===== src/rtl/fetch_unit.sv =====
// Instruction fetch stage: owns the program counter, drives the program memory
// address and registers the returned word with a valid flag for decode.
module fetch_unit #(
    parameter int p_size = 6,
    parameter int i_size = 24,
    parameter logic [i_size-1:0] HALT_WORD = {i_size{1'b1}}
) (
    input  logic              clk,
    input  logic              reset,
    input  logic              start,
    input  logic              stall,
    input  logic              branch_abs,
    input  logic              branch_rel,
    input  logic [p_size-1:0] branch_target,
    input  logic [p_size-1:0] branch_offset,
    input  logic [i_size-1:0] mem_instr,
    output logic [p_size-1:0] address,
    output logic [i_size-1:0] instr_out,
    output logic [p_size-1:0] instr_pc,
    output logic              instr_valid,
    output logic              halted
);

    typedef enum logic [1:0] {IDLE, RUN, HALT} state_t;

    localparam logic [p_size-1:0] PC_ONE = {{(p_size-1){1'b0}}, 1'b1};

    state_t            state, state_nxt;
    logic [p_size-1:0] pc, pc_nxt;
    logic [i_size-1:0] instr_out_nxt;
    logic [p_size-1:0] instr_pc_nxt;
    logic              instr_valid_nxt;

    assign address = pc;

    always_ff @(posedge clk or posedge reset) begin
        if (reset) begin
            state       <= IDLE;
            pc          <= '0;
            instr_out   <= '0;
            instr_pc    <= '0;
            instr_valid <= 1'b0;
            halted      <= 1'b0;
        end else begin
            state       <= state_nxt;
            pc          <= pc_nxt;
            instr_out   <= instr_out_nxt;
            instr_pc    <= instr_pc_nxt;
            instr_valid <= instr_valid_nxt;
            halted      <= (state_nxt == HALT);
        end
    end

    // A branch only counts when the issued word is live; it kills the word
    // currently at pc, giving the single bubble cycle.
    always_comb begin
        state_nxt       = state;
        pc_nxt          = pc;
        instr_out_nxt   = instr_out;
        instr_pc_nxt    = instr_pc;
        instr_valid_nxt = instr_valid;
        case (state)
            IDLE: begin
                instr_valid_nxt = 1'b0;
                if (start) state_nxt = RUN;
            end
            RUN: begin
                if (instr_valid && (branch_abs || branch_rel)) begin
                    pc_nxt          = branch_abs ? branch_target : (instr_pc + branch_offset);
                    instr_valid_nxt = 1'b0;
                end else if (stall) begin
                    pc_nxt = pc;
                end else if (mem_instr == HALT_WORD) begin
                    state_nxt       = HALT;
                    instr_valid_nxt = 1'b0;
                end else begin
                    instr_out_nxt   = mem_instr;
                    instr_pc_nxt    = pc;
                    instr_valid_nxt = 1'b1;
                    pc_nxt          = pc + PC_ONE;
                end
            end
            HALT: begin
                instr_valid_nxt = 1'b0;
            end
            default: begin
                state_nxt       = IDLE;
                instr_valid_nxt = 1'b0;
            end
        endcase
    end

endmodule


===== config.mk =====
export PLATFORM = sky130hd
export DESIGN_NAME = fetch_unit
export DESIGN_NICKNAME = d
export VERILOG_FILES = /design/src/rtl/fetch_unit.sv
export SDC_FILE = /design/constraint.sdc
export NUM_CORES = 1
export LEC_CHECK = 0
export CELL_PAD_IN_SITES_DETAIL_PLACEMENT = 1
export CELL_PAD_IN_SITES_GLOBAL_PLACEMENT = 2
export CORE_MARGIN = 8
export CORE_UTILIZATION = 28
export CTS_CLUSTER_DIAMETER = 60
export DETAILED_ROUTE_END_ITERATION = 8
export GPL_TIMING_DRIVEN = 0
export HOLD_SLACK_MARGIN = 0.1
export PLACE_DENSITY_LB_ADDON = 0.1
export SYNTH_ARGS = -nofsm -noshare
export SYNTH_HDL_FRONTEND = slang
export SYNTH_SLANG_ARGS = --single-unit

===== constraint.sdc =====
create_clock -name clk -period 2 [get_ports clk]
set_input_delay 0.4 -clock clk [delete_from_list [all_inputs] [get_ports clk]]
set_output_delay 0.4 -clock clk [all_outputs]
set_load 0.005 [all_outputs]

==> tab_implementation.tex <==
\begin{tabular}{lr}
\hline
Metric & Value \\
\hline
\multicolumn{2}{l}{\textbf{Worst setup path}} \\
\quad Worst Path Arrival & 2.11 ns \\
\quad Critical Path RT & 2.18 ns \\
\quad Max incr delay on CP & 0.55 ns \\
\quad CP Capture Type & flip-flop \\
\quad Worst R2R End & address[4] \\
\quad Reg-to-Reg Start & instr\_pc[0] \\
\quad FF-to-FF setup slack & 0.15 ns \\
\quad Cell type group with the largest total delay on the critical path & buffers and inverters \\
\quad Largest driver fanout on the critical path & 5 \\
\quad Number of buffers and inverters on the critical path & 3 \\
\quad Cell-by-cell trace of the critical path & clkdlybuf4s50\_1 > nor4b\_4 > and2\_4 > buf\_12 > buf\_16 > mux2\_4 \\
\quad Worst setup path class & in2reg \\
\quad Slowest cell on crit path & clkdlybuf4s50\_1 \\
\quad Critical Path Start Type & input pin \\
\quad Count of cells along the worst register-to-register path & 9 \\
\multicolumn{2}{l}{\textbf{Pwr}} \\
\quad Total power draw & 1.472 mW \\
\quad Reported leakage power & 1.472 nW \\
\quad Maximum ir drop on the vdd rail & 0.1908 mV \\
\quad Power per cell area & 449.6 nW/um\^{}2 \\
\multicolumn{2}{l}{\textbf{Placement}} \\
\quad Gpl congestion & 0.6905 \\
\quad Detailed Place HPWL & 4.677 mm \\
\quad Port Buffer Count & 79 \\
\multicolumn{2}{l}{\textbf{Clocking}} \\
\quad CTS tree & yes \\
\quad Count of clock tree sinks & 40 \\
\quad Deepest clock path buffer count & 2 \\
\quad Clock H-tree levels & 2 \\
\quad Number of hold-repair buffers added at the cts stage & 0 \\
\quad Clock latency on the worst-skew pair & 0.29 ns \\
\quad Clock tree root buffer cell & clkbuf\_8 \\
\quad Num CTS Buffers & 5 \\
\quad CTS clock-pin slew for the worst setup and hold paths & 0.08 ns \\
\multicolumn{2}{l}{\textbf{Floorplanning}} \\
\quad Top-level port count & 80 \\
\quad Effective utilization at floorplan & 0.2879 \\
\quad Core area & 7253 sq um \\
\quad Area of the die & 10480 sq um \\
\quad Height of the die & 102.4 um \\
\quad Site row count & 31 \\
\quad Chip Width & 102.4 um \\
\multicolumn{2}{l}{\textbf{Global routing}} \\
\quad Pin count of the biggest net entering global routing & 28 \\
\quad Vias in the first global route & 1925 \\
\quad Antenna violations before repair & 0 \\
\quad GRT Total Usage & 0.1230 \\
\quad Remaining Overflow, GRT & 0 \\
\quad Wire length of the first global-routing pass & 9.915 mm \\
\multicolumn{2}{l}{\textbf{Timing}} \\
\quad Pins Over Slew Limit & 0 \\
\quad Maximum clock rate & 517.1 MHz \\
\quad Count of final hold-check violations & 0 \\
\quad Fin crit period & 1.934 ns \\
\quad Transition at the pin with the smallest max-transition slack & 0.5260 ns \\
\quad Slew headroom & 0.6493 \\
\quad Max Clock Skew & 0.005228 ns \\
\quad Setup violation total in the final timing report & 0 \\
\quad Tcrit/Tclk final & 0.9669 \\
\multicolumn{2}{l}{\textbf{Yosys}} \\
\quad Total of flip-flops plus latches after synthesis & 40 \\
\quad Gate count after technology mapping & 163 \\
\quad Synthesized Nets & 212 \\
\quad Average cell area after synthesis & 12.81 sq um \\
\quad Count of different cell masters after synthesis & 35 \\
\quad Mapped Area & 2088 sq um \\
\quad Sequential cell area fraction in the yosys report & 0.4793 \\
\quad Total of warnings raised by yosys & 0 \\
\multicolumn{2}{l}{\textbf{Route}} \\
\quad Residual antenna-violating net count after detailed routing & 0 \\
\quad \# DRC & 0 \\
\quad Wire length per cell & 17.14 um \\
\quad Number of DRC violations after detailed-routing iteration 0 & 19 \\
\quad Number of vias after detailed routing & 1672 \\
\quad First-pass DRT Iterations & 4 \\
\quad Routed via count divided by cell count & 4.632 \\
\quad Total wirelength of the detailed-routed design & 6.186 mm \\
\multicolumn{2}{l}{\textbf{Job}} \\
\quad Max-capacitance violation count & 0 \\
\multicolumn{2}{l}{\textbf{Hold path}} \\
\quad Start point of the worst min-delay path & mem\_instr[17] \\
\quad Class of the tightest hold or removal check & in2reg \\
\quad Endpoint, Worst Hold & instr\_out[17] \\
\quad Hold path depth & 2 \\
\multicolumn{2}{l}{\textbf{Final layout}} \\
\quad Number of nets at the end of the flow & 311 \\
\quad Finished Core Util & 0.4514 \\
\quad Count of inserted antenna diode cells & 0 \\
\quad Layout fillers & 793 \\
\quad Commonest non-fill, non-tap cells in the layout & 53 x clkdlybuf4s50\_1, 40 x dfrtp\_1, 30 x mux2\_4, 12 x a21oi\_1, 11 x dlygate4sd2\_1 \\
\quad Most common cell after layout, fill and taps aside & clkdlybuf4s50\_1 \\
\quad Layout cell share with drive strength beyond 1 & 0.2748 \\
\quad Layout-stage area growth over the synthesis result & 56.80\% \\
\multicolumn{2}{l}{\textbf{Status}} \\
\quad Outcome & finished clean \\
\hline
\end{tabular}
==> how the worst max path moves through the flow <==
| stage | startpoint | to | cells past startpoint | slack, ns |
|---|---|---|---|---|
| 2_1_floorplan | mem_instr[18] | instr_out[0] | 7 | 0.19 |
| 3_3_place_gp | mem_instr[18] | instr_out[0] | 8 | -0.61 |
| 3_5_place_dp | mem_instr[18] | instr_out[1] | 8 | -0.64 |
| 4_1_cts | mem_instr[10] | instr_out[0] | 9 | -0.00002 |
| 5_1_grt | branch_abs | address[0] | 6 | -0.003 |
| 6_report | stall | instr_pc[1] | 6 | 0.07 |
==> metrics by stage <==
stage | area, sq um | hold slack, ns | setup WS (ns) | instances | setup TNS, ns
2_1_floorplan | 2088 | 0.4995 | 0.1872 | 163 | 0
3_3_place_gp | 3003 | 0.4927 | -0.6137 | 341 | -35.45
3_5_place_dp | 3023 | 0.4929 | -0.6440 | 342 | -21.85
4_1_cts | 3277 | 0.3987 | -0.00002220 | 358 | -0.00002220
5_1_grt | 3274 | 0.3627 | -0.002998 | 361 | -0.002998
6_report | 3274 | 0.3557 | 0.06621 | 361 | 0
==> Yosys cell counts <==
| library cell | n | area [sq um] |
|---|---|---|
| a31oi_1 | 4 | 25.02 |
| and2_4 | 1 | 8.760 |
| mux2_4 | 30 | 450.4 |
| dfrtp_1 | 40 | 1001 |
| xnor2_1 | 1 | 8.760 |
| o211ai_1 | 1 | 7.510 |
| a41oi_1 | 1 | 8.760 |
| ha_1 | 6 | 75.07 |
| nor2_1 | 8 | 30.03 |
| o21ai_0 | 6 | 30.03 |
| a221oi_2 | 1 | 15.01 |
| a22o_1 | 1 | 8.760 |
| and2_1 | 1 | 6.260 |
| xor2_1 | 2 | 17.52 |
| a21oi_1 | 12 | 60.06 |
| a211o_1 | 1 | 8.760 |
| a21o_1 | 1 | 7.510 |
| nor2b_1 | 1 | 6.260 |
| buf_6 | 3 | 33.78 |
| a211oi_1 | 3 | 22.52 |
| clkbuf_1 | 2 | 7.510 |
| nor4_2 | 1 | 12.51 |
| nand4b_1 | 1 | 8.760 |
| o31ai_1 | 1 | 7.510 |
| nand4_1 | 7 | 43.79 |
| o21bai_1 | 1 | 7.510 |
| mux2i_1 | 3 | 30.03 |
| nand3_1 | 3 | 15.01 |
| o211a_1 | 1 | 10.01 |
| o21a_1 | 3 | 22.52 |
| nor3_1 | 3 | 15.01 |
| fa_1 | 1 | 20.02 |
| nand2_1 | 6 | 22.52 |
| nor4b_2 | 1 | 15.01 |
| inv_1 | 5 | 18.77 |
==> sequential cells by signal, summed over array words and instances, names as in the netlist <==
signal and count:
address 6, instr_pc 6, state 2, halted 1
instr_valid 1, instr_out 24
==> power by group <==
part / switching [mW] / internal, mW / leakage [nW]
logic: 0.0630 / 0.0785 / 0.889
registers: 0.00805 / 0.812 / 0.542
clock network: 0.273 / 0.237 / 0.0410
==> cell type report <==
| cell class | instances | area, sq um | area share |
|---|---|---|---|
| multi-input cells | 113 | 1069 | 0.3263 |
| plain buffers | 5 | 68.82 | 0.02102 |
| flip-flops and latches | 40 | 1001 | 0.3057 |
| inverters | 5 | 18.77 | 0.005732 |
| well taps | 99 | 123.9 | 0.03783 |
| clock inverters | 1 | 5.005 | 0.001528 |
| clock buffers | 6 | 72.57 | 0.02216 |
| repair buffers | 92 | 915.9 | 0.2797 |
==> metal layers <==
metal | part of all wire | up-vias | global-route usage
li1 | - | 798 | -
met1 | 0.44 | 820 | 0.1471
met2 | 0.47 | 49 | 0.2004
met3 | 0.076 | 5 | 0.04905
met4 | 0.0094 | 0 | 0.03047
met5 | 0 | - | 0
==> cell families after synthesis <==
family                   after synthesis  synth area share
adder cells (fa/ha/maj)                7           0.04554
XOR/XNOR                               3           0.01258
multiplexers                          33            0.2301
flip-flops                            40            0.4793
AND/OR/NAND/NOR                       33           0.08807
AO/OA/AOI/OAI                         37            0.1156
buffers and inverters                 10           0.02876
==> timing repair <==
item / 4_1_cts / 5_1_grt
gates cloned: 2 / 0
endpoints found under the hold margin: 0 / 0
gates resized for setup: 48 / 22
buffers inserted: 7 / 3
pin swaps: 10 / 11
setup endpoints to repair: 35 / 26
No activity file was read; power rests on OpenSTA's default activity.
